File: src/rtl/uart_rx_param_if.sv
// Receive-side bus for uart_rx_param: word handshake, error pulses, busy and FSM state.
// The receiver drives through the master modport; the consumer uses the slave modport.
interface uart_rx_param_if #(
  parameter int DATA_BITS = 8
);
  // Handshake: a word transfers on every clk edge where rx_valid and rx_ready are both 1.
  // rx_valid never drops while a word is pending, and rx_dout is stable until it is taken.
  logic [DATA_BITS-1:0] rx_dout;
  logic                 rx_valid;
  logic                 rx_ready;
  logic                 parity_err;
  logic                 frame_err;
  logic                 overrun;
  logic                 busy;
  logic [2:0]           dbg_state;

  modport master (
    output rx_dout, rx_valid, parity_err, frame_err, overrun, busy, dbg_state,
    input  rx_ready
  );

  modport slave (
    input  rx_dout, rx_valid, parity_err, frame_err, overrun, busy, dbg_state,
    output rx_ready
  );
endinterface

File: src/rtl/uart_rx_param.sv
// Parametrised serial receiver: mid-bit sampling, glitch-rejecting start detect, parity/frame/overrun flags.
// Define UART_RX_FIFO_EN to replace the single holding register with a 4-entry FIFO.
module uart_rx_param #(
  parameter int CLKS_PER_BIT = 10_000_000,
  parameter int DATA_BITS    = 8,
  parameter int PARITY_MODE  = 0,
  parameter int IDLE_HIGH    = 0
) (
  input  logic           clk,
  input  logic           rst,
  input  logic           rx_line,
  uart_rx_param_if.master bus
);

  localparam int   CW        = $clog2(CLKS_PER_BIT);
  localparam int   BW        = $clog2(DATA_BITS);
  localparam logic STOP_LVL  = (IDLE_HIGH != 0);
  localparam logic START_LVL = ~STOP_LVL;
  localparam logic PAR_WANT  = (PARITY_MODE == 1);
  localparam logic [CW-1:0] HALF_M1 = CW'(CLKS_PER_BIT / 2 - 1);
  localparam logic [CW-1:0] FULL_M1 = CW'(CLKS_PER_BIT - 1);
  localparam logic [BW-1:0] LAST_BIT = BW'(DATA_BITS - 1);

  typedef enum logic [2:0] {
    IDLE      = 3'd0,
    START     = 3'd1,
    DATA      = 3'd2,
    PARITY    = 3'd3,
    STOP      = 3'd4,
    WAIT_IDLE = 3'd5
  } state_t;

  state_t               state;
  logic [1:0]           sync_q;
  logic                 rx_s;
  logic [CW-1:0]        cnt;
  logic [BW-1:0]        bit_idx;
  logic [DATA_BITS-1:0] shreg;
  logic                 par_bad;
  logic                 busy_q;
  logic                 perr_q;
  logic                 ferr_q;
  logic                 ovr_q;
  logic                 tick;
  logic                 push;
  logic                 pop;

  always_ff @(posedge clk or posedge rst) begin
    if (rst) sync_q <= {2{STOP_LVL}};
    else     sync_q <= {sync_q[0], rx_line};
  end
  assign rx_s = sync_q[1];

  // The first sample lands half a bit after the edge; later ones a whole bit apart.
  assign tick = (cnt == ((state == START) ? HALF_M1 : FULL_M1));
  assign push = (state == STOP) && tick && (rx_s == STOP_LVL) && !par_bad;

  always_ff @(posedge clk or posedge rst) begin
    if (rst) begin
      state   <= IDLE;
      cnt     <= '0;
      bit_idx <= '0;
      shreg   <= '0;
      par_bad <= 1'b0;
      busy_q  <= 1'b0;
      perr_q  <= 1'b0;
      ferr_q  <= 1'b0;
    end else begin
      perr_q <= 1'b0;
      ferr_q <= 1'b0;
      if (state == IDLE || state == WAIT_IDLE || tick) cnt <= '0;
      else                                            cnt <= cnt + CW'(1);
      case (state)
        IDLE: begin
          if (rx_s == START_LVL) begin
            state   <= START;
            busy_q  <= 1'b1;
            bit_idx <= '0;
            par_bad <= 1'b0;
          end
        end
        START: begin
          if (tick) begin
            if (rx_s == START_LVL) begin
              state <= DATA;
            end else begin
              state  <= IDLE;
              busy_q <= 1'b0;
            end
          end
        end
        DATA: begin
          if (tick) begin
            shreg[bit_idx] <= rx_s;
            if (bit_idx == LAST_BIT) state <= (PARITY_MODE != 0) ? PARITY : STOP;
            else                     bit_idx <= bit_idx + BW'(1);
          end
        end
        PARITY: begin
          if (tick) begin
            par_bad <= ((^shreg) ^ rx_s) != PAR_WANT;
            state   <= STOP;
          end
        end
        STOP: begin
          if (tick) begin
            if (rx_s != STOP_LVL) begin
              ferr_q <= 1'b1;
              state  <= WAIT_IDLE;
            end else begin
              perr_q <= par_bad;
              state  <= IDLE;
              busy_q <= 1'b0;
            end
          end
        end
        WAIT_IDLE: begin
          // A held break yields one frame error; re-arm only once the line goes idle.
          if (rx_s == STOP_LVL) begin
            state  <= IDLE;
            busy_q <= 1'b0;
          end
        end
        default: begin
          state  <= IDLE;
          busy_q <= 1'b0;
        end
      endcase
    end
  end

`ifdef UART_RX_FIFO_EN
  logic [DATA_BITS-1:0] mem [4];
  logic [1:0]           wr_ptr;
  logic [1:0]           rd_ptr;
  logic [2:0]           count;
  logic                 full;
  logic                 do_wr;

  assign full  = (count == 3'd4);
  assign pop   = (count != 3'd0) && bus.rx_ready;
  assign do_wr = push && (!full || pop);

  always_ff @(posedge clk or posedge rst) begin
    if (rst) begin
      for (int i = 0; i < 4; i++) mem[i] <= '0;
      wr_ptr <= '0;
      rd_ptr <= '0;
      count  <= '0;
      ovr_q  <= 1'b0;
    end else begin
      ovr_q <= push && full && !pop;
      if (do_wr) begin
        mem[wr_ptr] <= shreg;
        wr_ptr      <= wr_ptr + 2'd1;
      end
      if (pop) rd_ptr <= rd_ptr + 2'd1;
      count <= count + {2'b00, do_wr} - {2'b00, pop};
    end
  end

  assign bus.rx_valid = (count != 3'd0);
  assign bus.rx_dout  = mem[rd_ptr];
`else
  logic [DATA_BITS-1:0] dout_q;
  logic                 valid_q;

  assign pop = valid_q && bus.rx_ready;

  always_ff @(posedge clk or posedge rst) begin
    if (rst) begin
      dout_q  <= '0;
      valid_q <= 1'b0;
      ovr_q   <= 1'b0;
    end else begin
      ovr_q <= 1'b0;
      if (push) begin
        // A full register that is not being drained keeps its word; the new one is lost.
        if (!valid_q || pop) begin
          dout_q  <= shreg;
          valid_q <= 1'b1;
        end else begin
          ovr_q <= 1'b1;
        end
      end else if (pop) begin
        valid_q <= 1'b0;
      end
    end
  end

  assign bus.rx_valid = valid_q;
  assign bus.rx_dout  = dout_q;
`endif

  assign bus.busy       = busy_q;
  assign bus.parity_err = perr_q;
  assign bus.frame_err  = ferr_q;
  assign bus.overrun    = ovr_q;
  assign bus.dbg_state  = state;

endmodule
File: src/flat_wrapper.sv
// flat-port wrapper written by rule: the top's interface ports become plain ports
module uart_rx_param_flat 
#(
  parameter int CLKS_PER_BIT = 10_000_000,
  parameter int DATA_BITS    = 8,
  parameter int PARITY_MODE  = 0,
  parameter int IDLE_HIGH    = 0
)
  (clk, rst, rx_line, bus_rx_dout, bus_rx_valid, bus_parity_err, bus_frame_err, bus_overrun, bus_busy, bus_dbg_state, bus_rx_ready);
  uart_rx_param_if #(.DATA_BITS(DATA_BITS)) bus_i ();
  input  logic clk;
  input  logic rst;
  input  logic rx_line;
  output wire logic [$bits(bus_i.rx_dout)-1:0] bus_rx_dout;
  output wire logic [$bits(bus_i.rx_valid)-1:0] bus_rx_valid;
  output wire logic [$bits(bus_i.parity_err)-1:0] bus_parity_err;
  output wire logic [$bits(bus_i.frame_err)-1:0] bus_frame_err;
  output wire logic [$bits(bus_i.overrun)-1:0] bus_overrun;
  output wire logic [$bits(bus_i.busy)-1:0] bus_busy;
  output wire logic [$bits(bus_i.dbg_state)-1:0] bus_dbg_state;
  input wire logic [$bits(bus_i.rx_ready)-1:0] bus_rx_ready;
  assign bus_rx_dout = bus_i.rx_dout;
  assign bus_rx_valid = bus_i.rx_valid;
  assign bus_parity_err = bus_i.parity_err;
  assign bus_frame_err = bus_i.frame_err;
  assign bus_overrun = bus_i.overrun;
  assign bus_busy = bus_i.busy;
  assign bus_dbg_state = bus_i.dbg_state;
  assign bus_i.rx_ready = bus_rx_ready;
  uart_rx_param #(.CLKS_PER_BIT(CLKS_PER_BIT), .DATA_BITS(DATA_BITS), .PARITY_MODE(PARITY_MODE), .IDLE_HIGH(IDLE_HIGH)) u_core (.clk(clk), .rst(rst), .rx_line(rx_line), .bus(bus_i));
endmodule
File: config.mk
export PLATFORM = sky130hd
export DESIGN_NAME = uart_rx_param_flat
export DESIGN_NICKNAME = d
export VERILOG_FILES = /design/src/rtl/uart_rx_param_if.sv /design/src/rtl/uart_rx_param.sv /design/src/flat_wrapper.sv
export SDC_FILE = /design/constraint.sdc
export NUM_CORES = 1
export LEC_CHECK = 0
export CELL_PAD_IN_SITES_DETAIL_PLACEMENT = 1
export CELL_PAD_IN_SITES_GLOBAL_PLACEMENT = 1
export CORE_MARGIN = 5
export CORE_UTILIZATION = 31
export DETAILED_ROUTE_END_ITERATION = 10
export GPL_TIMING_DRIVEN = 0
export PLACE_DENSITY_LB_ADDON = 0.1
export SLEW_MARGIN = 30
export SYNTH_ARGS = -nofsm -noshare
export SYNTH_HDL_FRONTEND = slang
export SYNTH_SLANG_ARGS = --single-unit
export TNS_END_PERCENT = 100
File: constraint.sdc
create_clock -name clk -period 2.5 [get_ports clk]
set_clock_uncertainty 0.1 [all_clocks]
set_input_delay 0.375 -clock clk [delete_from_list [all_inputs] [get_ports clk]]
set_output_delay 0.375 -clock clk [all_outputs]
set_load 0.01 [all_outputs]
After elaboration in Yosys (flattened, before gate mapping)
Cells that the tools add are included.
{ "totals": {"ff_bits": 54, "elab_cells": 96} }
{ "op_classes": {"addsub": 2, "n_lt_le_gt_ge": 2, "n_eq_ne": 17, "muxes": 36, "bitwise_logic": 3, "reduce_logical": 24} }
{ "op_table": {"columns": ["operator", "count"], "rows": [
  ["2-to-1 mux 24 bit", 2],
  ["2-to-1 mux 3 bit", 11],
  ["adder 24 x 1 -> 24 bit, second input constant", 1],
  ["== test 24 bit", 1],
  ["one-hot mux 3 bit (6 select lines)", 1],
  ["2-to-1 mux 1 bit", 16],
  ["!= test 2 x 1 -> 1 bit, second input constant", 7],
  ["== test 3 bit, second input constant", 3],
  ["bitwise mux 8 bit", 1],
  ["AND reduction 2 bit", 4],
  ["parity 8 bit", 1],
  ["AND reduction 7 bit", 1],
  ["== test 3 x 2 -> 1 bit, second input constant", 2],
  ["!= test 2 bit, second input constant", 3],
  ["one-hot mux 3 bit (2 select lines)", 1],
  ["nonzero test 2 bit", 3],
  ["logical AND 1 bit", 5],
  ["< comparator 3 x 4 -> 1 bit, second input constant", 1],
  ["one-hot mux 1 bit (4 select lines)", 1],
  ["AND reduction 4 bit", 1],
  ["OR reduction 2 bit", 2],
  ["adder 3 x 1 -> 3 bit, second input constant", 1],
  ["demux 1 bit (select 3 bit)", 1],
  ["== test 3 x 1 -> 1 bit, second input constant", 1],
  ["other kinds (9)", 13]
]} }

Logic depth before layout (Yosys ltp)
Gate-level depths: netlist of the first run.
{ "depth": {"ltp_word": 8, "mapped_depth": 8} }

Worst setup path before layout of the first run
OpenSTA, ideal clock, no wires.
{ "synth_path": {"kind": "register to register", "startpoint": "register u_core.state[0], in the netlist u_core.bus.dbg_state[0]", "endpoint": "register u_core.shreg[0]", "setup_time_ns": 0.125, "t_arrival_ns": 1.989, "setup_slack_ns": 0.286, "stages_incl_launch_ff": 8, "n_path_buf": 2, "period_less_slack_ns": 2.214, "cell_sequence": "dfrtp_1 buf_2 nor3b_2 nor4_1 o2111ai_1 buf_2 nor4b_1 mux2_2"} }
{ "synth_via": {"elab_chain_cells": 4, "elab_cells_between_ends": 5, "classes_between": "3 x eq/ne; 1 x mux; 1 x reduce/logical"} }
{ "synth_lines": {"columns": ["element", "line_no", "rtl"], "rows": [
  ["from (decl)", "uart_rx_param.sv:33", "state_t state;"],
  ["from (signal assigned)", "uart_rx_param.sv:95", "if (bit_idx == LAST_BIT) state <= (PARITY_MODE != 0) ? PARITY : STOP;"],
  ["== test 3 x 1 -> 1 bit", "uart_rx_param.sv:55", "assign tick = (cnt == ((state == START) ? HALF_M1 : FULL_M1));"],
  ["2-to-1 mux 24 bit", "uart_rx_param.sv:55", null],
  ["== test 24 bit", "uart_rx_param.sv:55", null],
  ["AND reduction 2 bit (no line) *", null, null],
  ["to (signal, indexed assignment)", "uart_rx_param.sv:94", "shreg[bit_idx] <= rx_s;"],
  ["to (decl)", "uart_rx_param.sv:38", "logic [DATA_BITS-1:0] shreg;"]
]} }
Mark *: on every way between the ends. The rest lies on a longest branch, timed or not.
A chain may end at the register's enable or synchronous reset.

Worst setup path after layout of the first run
Same ends and word-level chain as after synthesis.

==> qor.csv, run 1 <==
metric,value,unit
final_common_cell,dfrtp_1,
synth_mux_area_share,8.13,%
final_cell_mix,"53 x dfrtp_1, 32 x nor2_1, 23 x xnor2_1",
gp_congestion,0.736,
final_area,3260,sq um
postSynth.asyncResetShare,100,%
whs,0.242,ns
detail-route-antenna-nets,0,
hold_path.class,in -> async,
synth_top_family_by_area,simple AND/OR/NAND/NOR gates,
synth_compound_area_share,3.43,%
max_clock_freq,418,MHz
final_cells,395,
yosysSeqAreaShare,49.3,%
crit_path_start_kind,flip-flop,
cap_violations,0,
io_buffer_count,19,
synth.avg_cell_area,10.6,sq um
hold_buffers,0,
critPathKind,reg -> reg,
syn_nets,266,
routedWlPerCell,15.6,um
area_delta_synth_final,19.1,%
synthFlopType,dfrtp_1,
antenna_cells,0,
ir_worst_vdd,247,uV
power_density,539,nW/um^2
setup_viol,0,
worstPathArrival,2.50,ns
drcViolationCount,0,
tritoncts,built,
num_io_pins,20,
overflow,0,
cts.reportedPaths.clkPinSlew,0.10,ns
finalWorstSetupSlack,0.110,ns
die_area,10800,sq um
syn-cell-area,2740,sq um
grt_pass1_wl,10400,um
multi_input_area,1360,sq um
crit_path_cell_trace,"clkbuf_4, nor3b_4, and4b_1, o2111ai_2, buf_4, nor4b_1, mux2_2",
synth_edf_count,0,
clockBufferDepth,2,
final_util,37.6,%
grt_max_degree,38,
status,"finished, final reports clean",
drive_gt1_share,14.6,%
finalWirelength,6170,um
root_buffer,clkbuf_8,
clock_latency,0.31,ns
p_leak,1.40,nW
die_w,104,um
timing.final.crit_share,95.6,%
total_power,1.76,mW
synthSimpleGateAreaFrac,24.8,%
core-area,8680,sq um
grt_usage,11.6,%
regArea,1350,sq um
worst_path_max_delay_cell,mux2_2,
rsz0062_at_grt,yes,
start_util,31.6,%
drv_slew,0,
ys_ff_latch,54,
fill_cells,990,
antenna_found_initial,0,
tightest_slew,0.649,ns
yosysUniqueCellTypes,45,
place_ws,-0.0484,ns
synth.yosys.warnings,0,
worstPathRequired,2.61,ns
period_needed,2.39,ns
fin_nets,293,
postCtsSetupBuffers,0,
hpwl,4270,um
drt_iter0_drc,35,
synthXorXnorAreaFrac,9.91,%
row_count,34,
slowest_delay,0.37,ns
netlist_instances,259,
cts_buffers,5,
max_slew_margin,56.4,%
dr.pass1.iters,3,
crit_fanout,8,
placed_area,3090,sq um
vias,1961,
dp.cells,387,
finalHoldViolCount,0,
ff2ff_setup_slack,0.11,ns
grt_pass1_vias,2010,
finalSetupTns,0,ns
clock_sinks,54,
synth_fa_ha_area_share,1.37,%
avgViaCountPerCell,4.96,
h-tree-depth,2,
fp.dieH,104,um
crit_path_end_kind,flip-flop,
==> area by class of cell <==
| type | instances | area share (%) |
|---|---|---|
| clock buffers | 5 | 2.11 |
| well taps | 108 | 4.14 |
| flip-flops and latches | 54 | 41.5 |
| plain buffers | 10 | 1.61 |
| inverters | 9 | 1.11 |
| repair buffers | 21 | 6.67 |
| clock inverters | 3 | 1.23 |
| multi-input cells | 185 | 41.7 |
==> cells in the mapped netlist (5+ instances only) <==
| cell | count | area share (%) |
|---|---|---|
| and3_1 | 6 | 1.4 |
| and4_1 | 5 | 1.6 |
| buf_2 | 6 | 1.1 |
| clkbuf_1 | 5 | 0.69 |
| dfrtp_1 | 54 | 49 |
| inv_1 | 9 | 1.2 |
| mux2_1 | 7 | 2.9 |
| mux2_2 | 11 | 4.5 |
| nand2_1 | 10 | 1.4 |
| nand2b_1 | 12 | 2.7 |
| nand3_1 | 9 | 1.6 |
| nor2_1 | 32 | 4.4 |
| nor3_1 | 10 | 1.8 |
| nor4_1 | 12 | 2.7 |
| xnor2_1 | 23 | 7.4 |
| xor2_1 | 8 | 2.6 |
==> sequential cells by signal, summed over array words and instances (netlist names) <==
signal                 cells
u_core.bit_idx             3
u_core.bus.busy            1
u_core.bus.dbg_state       3
u_core.bus.frame_err       1
u_core.bus.overrun         1
u_core.bus.parity_err      1
u_core.bus.rx_dout         8
u_core.bus.rx_valid        1
u_core.cnt                24
u_core.par_bad             1
u_core.shreg               8
u_core.sync_q              2
==> final timing paths <==
kind                                    startpoint                       to  depth (start not counted)
max                        u_core.bus.dbg_state[0]          u_core.shreg[0]                          7
min                                            rst           u_core.cnt[10]                          2
max reg2reg                u_core.bus.dbg_state[0]          u_core.shreg[0]                          7
min reg2reg                       u_core.sync_q[0]         u_core.sync_q[1]                          0
min in group clk                  u_core.sync_q[0]         u_core.sync_q[1]                          0
max in group asynchronous                      rst  u_core.bus.dbg_state[1]                          3
==> worst max-delay path: cells and delay by family (launching register included) <==
family                 cells  cell delay [ns]
AO/OA/AOI/OAI              1             0.20
flip-flops                 1             0.36
multiplexers               1             0.37
AND/OR/NAND/NOR            3             0.84
buffers and inverters      2             0.41
==> cells by family after synthesis <==
group	Yosys count
DFF	54
adders and majority gates	3
AOI/OAI and AO/OA	12
buffers and inverters	20
muxes	20
and+or+nand+nor	119
xor gates and xnor gates	31
==> layer usage <==
metal	vias to the layer above	routed length, um	global-route usage [%]
met4	0	68	3.05
met2	21	2580	16.5
li1	966	-	-
met1	967	3370	17.5
met3	7	149	2.61
met5	-	0	0
==> power by group <==
part | internal, mW | switching (mW)
Combinational | 0.0728 | 0.0870
Sequential | 0.929 | 0.0750
Clock | 0.296 | 0.301
Total | 1.30 | 0.463
==> timing repair <==
action | 4_1_cts | 5_1_grt
gates resized for setup | 1 | 17
pin swaps | 0 | 0
gates cloned | 0 | 1
setup endpoints to repair | 25 | 39
Power figures use the tool's default switching activity.
==> inputs of run 2 (changes only) <==
--- a/config.mk
+++ b/config.mk
@@ -9,6 +9,7 @@
 export CELL_PAD_IN_SITES_GLOBAL_PLACEMENT = 1
 export CORE_MARGIN = 5
 export CORE_UTILIZATION = 31
+export CTS_CLUSTER_DIAMETER = 100
 export DETAILED_ROUTE_END_ITERATION = 10
 export GPL_TIMING_DRIVEN = 0
 export PLACE_DENSITY_LB_ADDON = 0.1
==> results of run 2 <==
Same layout as run 1: the final DEF is identical, and so are final timing and power.
